## src/rtl/spi_reg_sequencer.sv

```systemverilog
// Register-access front end: packs host read/write commands into one SPI
// frame, sequences chip select, and returns one {err, rw, rdata} reply.
// Ports: CLK, nRST (sync, active-low)
//   cmd_enq_*  host command in, {rw, addr, wdata}
//   spi_req_*  frame to the shift engine; spi_rsp_* frame back from it
//   rsp_enq_*  reply to host {err, rw, rdata}; cs_n chip select; busy.
module spi_reg_sequencer #(
  parameter int WIDTH    = 26,
  parameter int ADDR_W   = 7,
  parameter int DATA_W   = 16,
  parameter int CS_SETUP = 1,
  parameter int CS_GAP   = 2,
  parameter int TIMEOUT  = 64
) (
  input  logic                    CLK,
  input  logic                    nRST,
  input  logic                    cmd_enq_ena,
  output logic                    cmd_enq_rdy,
  input  logic [ADDR_W+DATA_W:0]  cmd_enq_v,
  output logic                    spi_req_ena,
  input  logic                    spi_req_rdy,
  output logic [WIDTH-1:0]        spi_req_v,
  input  logic                    spi_rsp_ena,
  output logic                    spi_rsp_rdy,
  input  logic [WIDTH-1:0]        spi_rsp_v,
  output logic                    rsp_enq_ena,
  input  logic                    rsp_enq_rdy,
  output logic [DATA_W+1:0]       rsp_enq_v,
  output logic                    cs_n,
  output logic                    busy
);

  localparam int CMD_W = 1 + ADDR_W + DATA_W;
  localparam int MAXC0 = (CS_SETUP > CS_GAP) ? CS_SETUP : CS_GAP;
  localparam int MAXC  = (MAXC0 > TIMEOUT) ? MAXC0 : TIMEOUT;
  localparam int CNT_W = $clog2(MAXC + 1);

  generate
    if (WIDTH < CMD_W) begin : g_width_chk
      $error("spi_reg_sequencer: WIDTH too small for rw+addr+data");
    end
  endgenerate

  typedef enum logic [2:0] {
    S_IDLE,
    S_SETUP,
    S_SEND,
    S_WAIT,
    S_REPLY,
    S_GAP
  } state_t;

  state_t            state_q, state_d;
  logic [CNT_W-1:0]  cnt_q, cnt_d;
  logic [WIDTH-1:0]  frame_q, frame_d;
  logic [DATA_W+1:0] rsp_q, rsp_d;
  logic              rw_q, rw_d;
  logic              cs_n_q, cs_n_d;

  logic              cmd_rw;
  logic [DATA_W-1:0] cmd_wdata;
  logic [WIDTH-1:0]  frame_pk;
  logic [DATA_W-1:0] rx_data;
  logic              unused_rsp_bits;

  assign cmd_rw    = cmd_enq_v[CMD_W-1];
  // Reads never put write data on the wire.
  assign cmd_wdata = cmd_rw ? '0 : cmd_enq_v[DATA_W-1:0];
  assign rx_data   = spi_rsp_v[WIDTH-2-ADDR_W -: DATA_W];
  assign unused_rsp_bits = ^spi_rsp_v;

  // Frame is left-justified; any pad bits below the data stay zero.
  always_comb begin
    frame_pk = '0;
    frame_pk[WIDTH-1 -: CMD_W] =
      {cmd_rw, cmd_enq_v[CMD_W-2 -: ADDR_W], cmd_wdata};
  end

  always_comb begin
    state_d     = state_q;
    cnt_d       = cnt_q;
    frame_d     = frame_q;
    rsp_d       = rsp_q;
    rw_d        = rw_q;
    cmd_enq_rdy = 1'b0;
    spi_req_ena = 1'b0;
    rsp_enq_ena = 1'b0;
    spi_rsp_rdy = 1'b1;
    unique case (state_q)
      S_IDLE: begin
        cmd_enq_rdy = 1'b1;
        if (cmd_enq_ena) begin
          frame_d = frame_pk;
          rw_d    = cmd_rw;
          cnt_d   = CNT_W'(CS_SETUP - 1);
          state_d = S_SETUP;
        end
      end
      S_SETUP: begin
        if (cnt_q == '0) state_d = S_SEND;
        else             cnt_d   = cnt_q - 1'b1;
      end
      S_SEND: begin
        spi_req_ena = spi_req_rdy;
        if (spi_req_rdy) begin
          cnt_d   = '0;
          state_d = S_WAIT;
        end
      end
      S_WAIT: begin
        cnt_d = cnt_q + 1'b1;
        // A response in the expiry cycle takes priority over the error.
        if (spi_rsp_ena) begin
          rsp_d   = {1'b0, rw_q, rx_data};
          state_d = S_REPLY;
        end else if (cnt_q == CNT_W'(TIMEOUT - 1)) begin
          rsp_d   = {1'b1, rw_q, {DATA_W{1'b0}}};
          state_d = S_REPLY;
        end
      end
      S_REPLY: begin
        spi_rsp_rdy = 1'b0;
        rsp_enq_ena = rsp_enq_rdy;
        if (rsp_enq_rdy) begin
          cnt_d   = CNT_W'(CS_GAP - 1);
          state_d = S_GAP;
        end
      end
      S_GAP: begin
        if (cnt_q == '0) state_d = S_IDLE;
        else             cnt_d   = cnt_q - 1'b1;
      end
      default: state_d = S_IDLE;
    endcase
  end

  // cs_n is registered from the next state so it is low exactly in
  // SETUP, SEND and WAIT.
  assign cs_n_d = !(state_d == S_SETUP || state_d == S_SEND ||
                    state_d == S_WAIT);

  always_ff @(posedge CLK) begin
    if (!nRST) begin
      state_q <= S_IDLE;
      cnt_q   <= '0;
      frame_q <= '0;
      rsp_q   <= '0;
      rw_q    <= 1'b0;
      cs_n_q  <= 1'b1;
    end else begin
      state_q <= state_d;
      cnt_q   <= cnt_d;
      frame_q <= frame_d;
      rsp_q   <= rsp_d;
      rw_q    <= rw_d;
      cs_n_q  <= cs_n_d;
    end
  end

  assign spi_req_v = frame_q;
  assign rsp_enq_v = rsp_q;
  assign cs_n      = cs_n_q;
  assign busy      = (state_q != S_IDLE);

endmodule

```

## config.mk

```make
export PLATFORM = sky130hd
export DESIGN_NAME = spi_reg_sequencer
export DESIGN_NICKNAME = d
export VERILOG_FILES = /design/src/rtl/spi_reg_sequencer.sv
export SDC_FILE = /design/constraint.sdc
export NUM_CORES = 1
export LEC_CHECK = 0
export ABC_AREA = 1
export CAP_MARGIN = 20
export CORE_ASPECT_RATIO = 0.9
export CORE_MARGIN = 5
export CORE_UTILIZATION = 38
export CTS_BUF_LIST = sky130_fd_sc_hd__clkbuf_16
export DETAILED_ROUTE_END_ITERATION = 6
export PLACE_DENSITY = 0.73
export SLEW_MARGIN = 5
export SYNTH_ARGS = -nofsm -noshare
export SYNTH_HDL_FRONTEND = slang
export SYNTH_SLANG_ARGS = --single-unit
```

## constraint.sdc

```tcl
create_clock -name CLK -period 1.89 [get_ports CLK]
set_input_delay 0.189 -clock CLK [delete_from_list [all_inputs] [get_ports CLK]]
set_output_delay 0.189 -clock CLK [all_outputs]
set_load 0.01 [all_outputs]
```

# Word level (Yosys, flattened, before mapping)
# Cells that the tools add are included.
# Widths: inputs -> output; s select.
dict set report word_totals {
  output_inout_bits 50
  reg_bits 54
}
dict set report classes {
  add_sub_neg 2
  eq_ne 13
  reduce_logical 12
  mux 20
}
# operator n
set op_table {}
lappend op_table {{$mux 18} 2}
lappend op_table {{$pmux 7 s5} 1}
lappend op_table {{$mux 7} 4}
lappend op_table {{$mux 3} 7}
lappend op_table {{$pmux 3 s6} 1}
lappend op_table {{$mux 16} 1}
lappend op_table {{$eq 3x2->1 const B} 4}
lappend op_table {{$ne 2x2->1 const B} 4}
lappend op_table {{$add 7x1->7 const B} 1}
lappend op_table {{$eq 7x6->1 const B} 1}
lappend op_table {{$logic_not 7->1} 1}
lappend op_table {{$sub 7x1->7 const B} 1}
lappend op_table {{$eq 3x1->1 const B} 2}
lappend op_table {{$eq 3x3->1 const B} 2}
lappend op_table {{$reduce_and 5->1} 1}
lappend op_table {{$reduce_bool 5->1} 1}
lappend op_table {{$mux 1} 4}
lappend op_table {{$reduce_and 2->1} 2}
lappend op_table {{$logic_not 3->1} 1}
lappend op_table {{$reduce_bool 3->1} 1}
lappend op_table {{$logic_or 1x1->1} 2}
lappend op_table {{$reduce_bool 2->1} 1}
lappend op_table {{$reduce_or 2->1} 1}
lappend op_table {{$logic_not 1->1} 1}

# Depth between registers and ports, before layout
# Gate-level depths: netlist (run 1).
dict set report logic_depth {
  ltp_word 8
  mapped_depth 13
}

# Worst setup path before layout (run 1)
# No wires, ideal clock.
dict set report synth_path {
  path_type {register to register}
  startpoint {register state_q[1]}
  endpoint {register cnt_q[5]}
  period_less_slack_ns 1.624
  path_slack_ns 0.266
  t_arrival_ns 1.496
  stages_incl_launch_ff 14
  path_cell_list {dfxtp_1 inv_2 nand2_2 inv_2 ha_1 nand2_1 nor2_1 nand2_1 nand3_1 nand2_1 nand2_1 nor2_1 nor2_1 nor2_1}
}
dict set report synth_between {
  elab_chain_cells 4
}
# item line_no
set synth_lines {}
lappend synth_lines {{from (decl)} 53} ;# state_t state_q, state_d;
lappend synth_lines {{from (signal assigned)} 151} ;# state_q <= state_d;
lappend synth_lines {{$eq 3x3->1 / $eq 3x1->1 (equally long branches)} 89} ;# unique case (state_q)
lappend synth_lines {{$reduce_or 2->1 (no source line)} n/a}
lappend synth_lines {{$reduce_bool 5->1 (no source line) / $ne 2x2->1 (equally long branches)} n/a}
lappend synth_lines {{$reduce_and 5->1 (no source line)} n/a}
lappend synth_lines {{to (signal assigned)} 152} ;# cnt_q <= cnt_d;
lappend synth_lines {{to (decl)} 54} ;# logic [CNT_W-1:0] cnt_q, cnt_d;
# Several ways; a longest one is shown, not always the timed one.
# A chain may end at the register's enable or synchronous reset.

# Final worst setup path (run 1)
dict set report layout_path {
  startpoint {register state_q[0]}
  endpoint {output cmd_enq_rdy}
}
dict set report layout_between {
  elab_chain_cells 2
}
# item line_no
set layout_lines {}
lappend layout_lines {{$logic_not 3->1} 89}
lappend layout_lines {{$mux 1} 89}
lappend layout_lines {{to (decl)} 18} ;# output logic cmd_enq_rdy,
# Every way passes these cells.

==> out/qor.csv, run 1 <==
metric,value,unit
register area share after synthesis,43.33,%
top-area cell type share of the netlist area,43.33,%
Final Setup Violations,0,
Mapped Cells,354,
Final Cell Area,0.003672,mm²
Multi-input gate area,0.001217,mm²
Worst IR Drop VDD,0.0006533,V
die height,86.16,µm
initial antenna violation count,0,
first-pass GRT wire length,11200,µm
final hold vios,0,
Crit Path Class,reg2out,
Setup crit start kind,flip-flop,
Syn Area/Cell,6.917,µm²
count of flip-flops with a built-in enable after synthesis,0,
CTS root buffer,clkbuf_16,
Leak,1.505,nW
Pre-antenna DRT Iters,4,
Starting Density,39.61,%
dominant cells by area after synthesis,"dfxtp_1 (43%), nand2_1 (15%), a21oi_1 (8.8%)",
RSZ-0062 raised after global routing,no,
"Reg clk slew, reported paths",0.07,ns
cell taking the most area after synthesis,dfxtp_1,
CP arrival,1.61,ns
fin crit period,1.804,ns
total track usage,16.98,%
Num CTS Buffers,5,
Reg area,0.001064,mm²
crit path max fanout,5,
Post-CTS Setup Inserts,0,
setup tns final,0,ns
Core ar.,0.006182,mm²
CTS sink cnt,53,
RD Place Congestion,0.8040,
clk_skew,0.004155,ns
largest net degree at the start of global routing,26,
CTS Buffer Depth,2,
crit share post-route,95.45,%
Final Util,59.40,%
Pwr Density,1049,mW/mm²
"antenna viol nets, final",0,
Max Cap Violations,0,
DR vias/cell,4.642,
post-route insts no fill,534,
Placed Area,0.003455,mm²
wire per inst,12.69,µm
Die Wd,94.62,µm
Synth Flop Type,dfxtp_1,
worst min path class,reg2reg,
Ant. Diodes,0,
synth warn,0,
DRC,0,
CP Capture Type,primary output,
layout cell share with drive strength beyond 1,8.277,%
cts hold-fix bufs,0,
most frequent cells after synthesis,"nand2_1 (99), dfxtp_1 (53), a21oi_1 (43)",
most instantiated library cell after synthesis,nand2_1,
I/O pins,106,
die area,0.008152,mm²
Fill cells,582,
Min Hold Slack,0.4601,ns
synthesized area,0.002449,mm²
#FFs+latches synth,53,
TritonCTS clock tree,built,
Pins Over Slew Limit,0,
initial drt markers,70,
# rows,27,
H-tree depth,2,
post-synthesis cell type count,25,
final net count,508,
FMAX,554.3,MHz
synthesis-to-finish area growth,49.97,%
status,"finished, final reports clean",
via count,2479,
post-DP HPWL,4944,µm
Post-synth ARST share,0,%
placed cells,526,
global route overflow,0,
"Req. time, crit path",1.70,ns
vias in the first global route,2421,
final WL,6777,µm
later-pin clock latency in the skew report,0.28,ns
Port Buffers,93,
==> cell type report <==
cell class | count | area share, %
clock buffer | 5 | 3.407
clock inverter | 3 | 0.5451
inverter | 41 | 4.259
multi-input combinational | 246 | 33.15
sequential | 53 | 28.96
tap | 87 | 2.964
timing repair buffer | 99 | 26.71
==> routing by layer <==
metal  global-route usage (%)  wire, µm  share of wire (%)
met1                    19.40      2728                 40
met2                    27.91      3180                 47
met5                        0         0                  0
met3                    8.509       761                 11
met4                    4.849       106                1.6
==> registers in the layout, indices dropped and copies added (netlist names) <==
| register | flops |
|---|---|
| cnt_q | 7 |
| cs_n | 1 |
| rsp_enq_v | 18 |
| rw_q | 1 |
| spi_req_v | 23 |
| state_q | 3 |
==> final timing paths <==
path,start,endpoint,slack (ns),depth (start not counted)
worst min-delay path,rsp_enq_v[10],rsp_enq_v[10],0.46,2
worst min register to register,rsp_enq_v[10],rsp_enq_v[10],0.46,2
worst max-delay path,state_q[0],cmd_enq_rdy,0.09,5
worst max register to register,state_q[1],cnt_q[4],0.20,12
==> critical path, stage by stage (launching register included) <==
cell and delay (ns):
dfxtp_1 0.34, buf_4 0.17, nor2_2 0.13, nand2_2 0.10, inv_1 0.06, clkdlybuf4s50_1 0.53
==> placed cells by master (no fill, tap or decap) <==
cell type | Yosys | final
clkinvlp_4 | 0 | 1
o21ai_0 | 12 | 12
inv_1 | 35 | 35
nand4_1 | 2 | 2
xnor2_1 | 1 | 1
clkbuf_16 | 0 | 5
nand2_1 | 99 | 99
dfxtp_1 | 53 | 51
nor2_1 | 36 | 35
dlymetal6s2s_1 | 0 | 2
nor3_2 | 0 | 1
nand3_2 | 1 | 1
a21oi_2 | 1 | 1
inv_6 | 0 | 1
o21ai_1 | 2 | 2
nor2_4 | 2 | 2
conb_1 | 1 | 2
ha_1 | 5 | 1
inv_2 | 6 | 5
a21oi_1 | 43 | 43
ha_4 | 0 | 4
fa_1 | 1 | 1
nor2_2 | 2 | 3
nand3_1 | 31 | 31
inv_4 | 0 | 1
dfxtp_2 | 0 | 2
nand3b_1 | 1 | 1
nand2_2 | 3 | 2
clkdlybuf4s50_1 | 0 | 91
buf_4 | 6 | 6
nand2_4 | 0 | 1
nand3b_2 | 1 | 1
clkinv_1 | 0 | 1
==> stage by stage <==
step           setup slack, ns  power (mW)
2_1_floorplan           0.2664       2.296
3_3_place_gp           0.08633       2.853
3_5_place_dp           0.04590       2.878
4_1_cts               0.005382       3.801
5_1_grt                0.01314       4.146
6_report               0.08602       3.852
==> kinds of logic after synthesis <==
logic type               share of synthesized area, %
XOR/XNOR                                       0.3578
adder cells (fa/ha/maj)                         3.373
flip-flops                                      43.33
buffers and inverters                           9.657
other                                          0.1531
AO/OA/AOI/OAI                                   12.01
AND/OR/NAND/NOR                                 31.12
==> power by group <==
group | total (mW) | switching, mW | internal, mW
combinational | 1.58 | 0.881 | 0.697
clock | 0.900 | 0.409 | 0.492
sequential | 1.37 | 0.102 | 1.27
==> what timing repair did <==
item | CTS | global route
endpoints found under the hold margin | 0 | 0
setup endpoints to repair | 1 | 6
resized for setup | 2 | 12
Note: power is estimated with default switching activity, not from simulation.
==> run 2, diff against run 1 <==
--- a/config.mk
+++ b/config.mk
@@ -12,6 +12,7 @@
 export CORE_UTILIZATION = 38
 export CTS_BUF_LIST = sky130_fd_sc_hd__clkbuf_16
 export DETAILED_ROUTE_END_ITERATION = 6
+export GPL_ROUTABILITY_DRIVEN = 0
 export PLACE_DENSITY = 0.73
 export SLEW_MARGIN = 5
 export SYNTH_ARGS = -nofsm -noshare
==> results of run 2 <==
No change in the layout: final DEF, timing and power equal those of run 1.
==> run 3, diff against run 2 <==
--- a/config.mk
+++ b/config.mk
@@ -7,13 +7,15 @@
 export LEC_CHECK = 0
 export ABC_AREA = 1
 export CAP_MARGIN = 20
+export CELL_PAD_IN_SITES_DETAIL_PLACEMENT = 1
+export CELL_PAD_IN_SITES_GLOBAL_PLACEMENT = 1
 export CORE_ASPECT_RATIO = 0.9
 export CORE_MARGIN = 5
-export CORE_UTILIZATION = 38
+export CORE_UTILIZATION = 29
 export CTS_BUF_LIST = sky130_fd_sc_hd__clkbuf_16
 export DETAILED_ROUTE_END_ITERATION = 6
 export GPL_ROUTABILITY_DRIVEN = 0
-export PLACE_DENSITY = 0.73
+export PLACE_DENSITY_LB_ADDON = 0.1
 export SLEW_MARGIN = 5
 export SYNTH_ARGS = -nofsm -noshare
 export SYNTH_HDL_FRONTEND = slang
==> run 3 against run 2 <==
Compared with the run above: hold slack hardly changed; total power is 1.5% higher; clock-buffer cell count stayed put; die area is 27% higher; sequential share of layout area is 0.23 points lower; fmax is 0.13% higher; via count is 2.0% higher; final cell count is 3.0% higher; critical path depth stayed put; highest routed layer unchanged.
==> out/qor.csv, run 3 (synthesized netlist as in run 1, its figures left out) <==
metric,value,unit
status,"finished, final reports clean",
RSZ-0062 raised after global routing,no,
largest stage delay on the critical path,0.54,ns
later-pin clock latency in the skew report,0.29,ns
global route overflow,0,
final net count,512,
Max Cap Violations,0,
Crit Path Class,reg2out,
"commonest non-fill, non-tap cells in the layout","nand2_1 (99), clkdlybuf4s50_1 (91), dfxtp_1 (52), a21oi_1 (43)",
slowest cell on the critical path,clkdlybuf4s50_1,
"Reg clk slew, reported paths",0.07,ns
Ant. Diodes,0,
"antenna viol nets, final",0,
crit share post-route,95.32,%
cts hold-fix bufs,0,
Slew HR,66.50,%
initial antenna violation count,0,
layout cell share with drive strength beyond 1,8.869,%
wire per inst,13.97,µm
CTS root buffer,clkbuf_16,
Num CTS Buffers,5,
max FFs per register,23,
"Req. time, crit path",1.70,ns
fin crit period,1.802,ns
CP Capture Type,primary output,
# rows,31,
CP arrival,1.61,ns
Core ar.,0.008145,mm²
setup tns final,0,ns
clk_skew,0.007007,ns
CTS Buffer Depth,2,
largest net degree at the start of global routing,26,
Die Wd,106.9,µm
Final Setup Violations,0,
Multi-input gate area,0.001200,mm²
final hold vios,0,
Port Buffers,93,
DR vias/cell,4.598,
FMAX,555.1,MHz
Pre-antenna DRT Iters,4,
CTS sink cnt,53,
post-route insts no fill,550,
crit path max fanout,5,
Fill cells,1045,
H-tree depth,2,
placed cells,542,
CP cell instances,"buf_4, nor2_2, nand2_2, inv_1, clkdlybuf4s50_1",
Starting Density,30.06,%
Setup crit start kind,flip-flop,
worst min path class,in2reg,
first-pass GRT wire length,12880,µm
"commonest non-fill, non-tap cell in the layout",nand2_1,
Reg area,0.001062,mm²
initial drt markers,24,
Leak,1.527,nW
I/O pins,106,
die height,97.17,µm
vias in the first global route,2681,
post-DP HPWL,5815,µm
total track usage,14.99,%
Worst-Margin Slew,0.5019,ns
Worst IR Drop VDD,0.0004686,V
synthesis-to-finish area growth,51.00,%
DRC,0,
die area,0.01038,mm²
via count,2529,
Pins Over Slew Limit,0,
TritonCTS clock tree,built,
final WL,7682,µm
Pwr Density,1058,mW/mm²
## run 3: worst paths after layout
path                      start            end  slack (ns)  cells past startpoint
setup reg to reg     state_q[1]       cnt_q[6]        0.20                     13
hold reg to reg   rsp_enq_v[10]  rsp_enq_v[10]        0.46                      2
setup / recovery     state_q[0]    cmd_enq_rdy        0.09                      5
hold / removal     spi_rsp_v[5]   rsp_enq_v[3]        0.46                      3
## run 3: stage by stage
| step | setup slack [ns] | instance area (µm²) | hold slack (ns) | utilization [%] | power [mW] |
|---|---|---|---|---|---|
| 2_1_floorplan | 0.2664 | 2452 | 0.3051 | - | 2.296 |
| 3_3_place_gp | 0.2405 | 3500 | 0.4487 | 42.96 | 2.946 |
| 3_5_place_dp | 0.1904 | 3500 | 0.4549 | 42.96 | 2.982 |
| 4_1_cts | 0.003177 | 3652 | 0.4561 | 44.84 | 3.934 |
| 5_1_grt | 0.01600 | 3697 | 0.4642 | 45.39 | 4.205 |
| 6_report | 0.08836 | 3697 | 0.4600 | 45.39 | 3.911 |
## run 3: cell type report
cell class	count	area share [%]
Multi-Input combinational cell	246	32.45
Sequential cell	53	28.73
Timing Repair Buffer	103	27.34
Inverter	41	4.162
Clock buffer	5	3.384
Tap cell	99	3.350
Clock inverter	3	0.5753
## run 3: power breakdown
group | internal, mW | switching [mW]
clock network | 0.494 | 0.428
logic | 0.716 | 0.921
registers | 1.27 | 0.0829
## run 3: metal layers
| layer | wire [µm] | global-route usage [%] | up-vias |
|---|---|---|---|
| met5 | 0 | 0 | - |
| met4 | 44 | 3.835 | 0 |
| met3 | 582 | 5.781 | 2 |
| met2 | 3584 | 24.98 | 58 |
| met1 | 3471 | 18.03 | 1160 |
| li1 | - | - | 1309 |
## run 3: critical path: cells and delay by family (launching register included)
kind | cells | cell delay, ns
buffers and inverters | 3 | 0.77
flip-flops | 1 | 0.32
AND/OR/NAND/NOR | 2 | 0.23
## run 3: what timing repair did
action | 4_1_cts | 5_1_grt
resized for setup | 2 | 7
setup endpoints to repair | 1 | 4
setup buffers | 0 | 0
hold endpoints to repair | 0 | 0
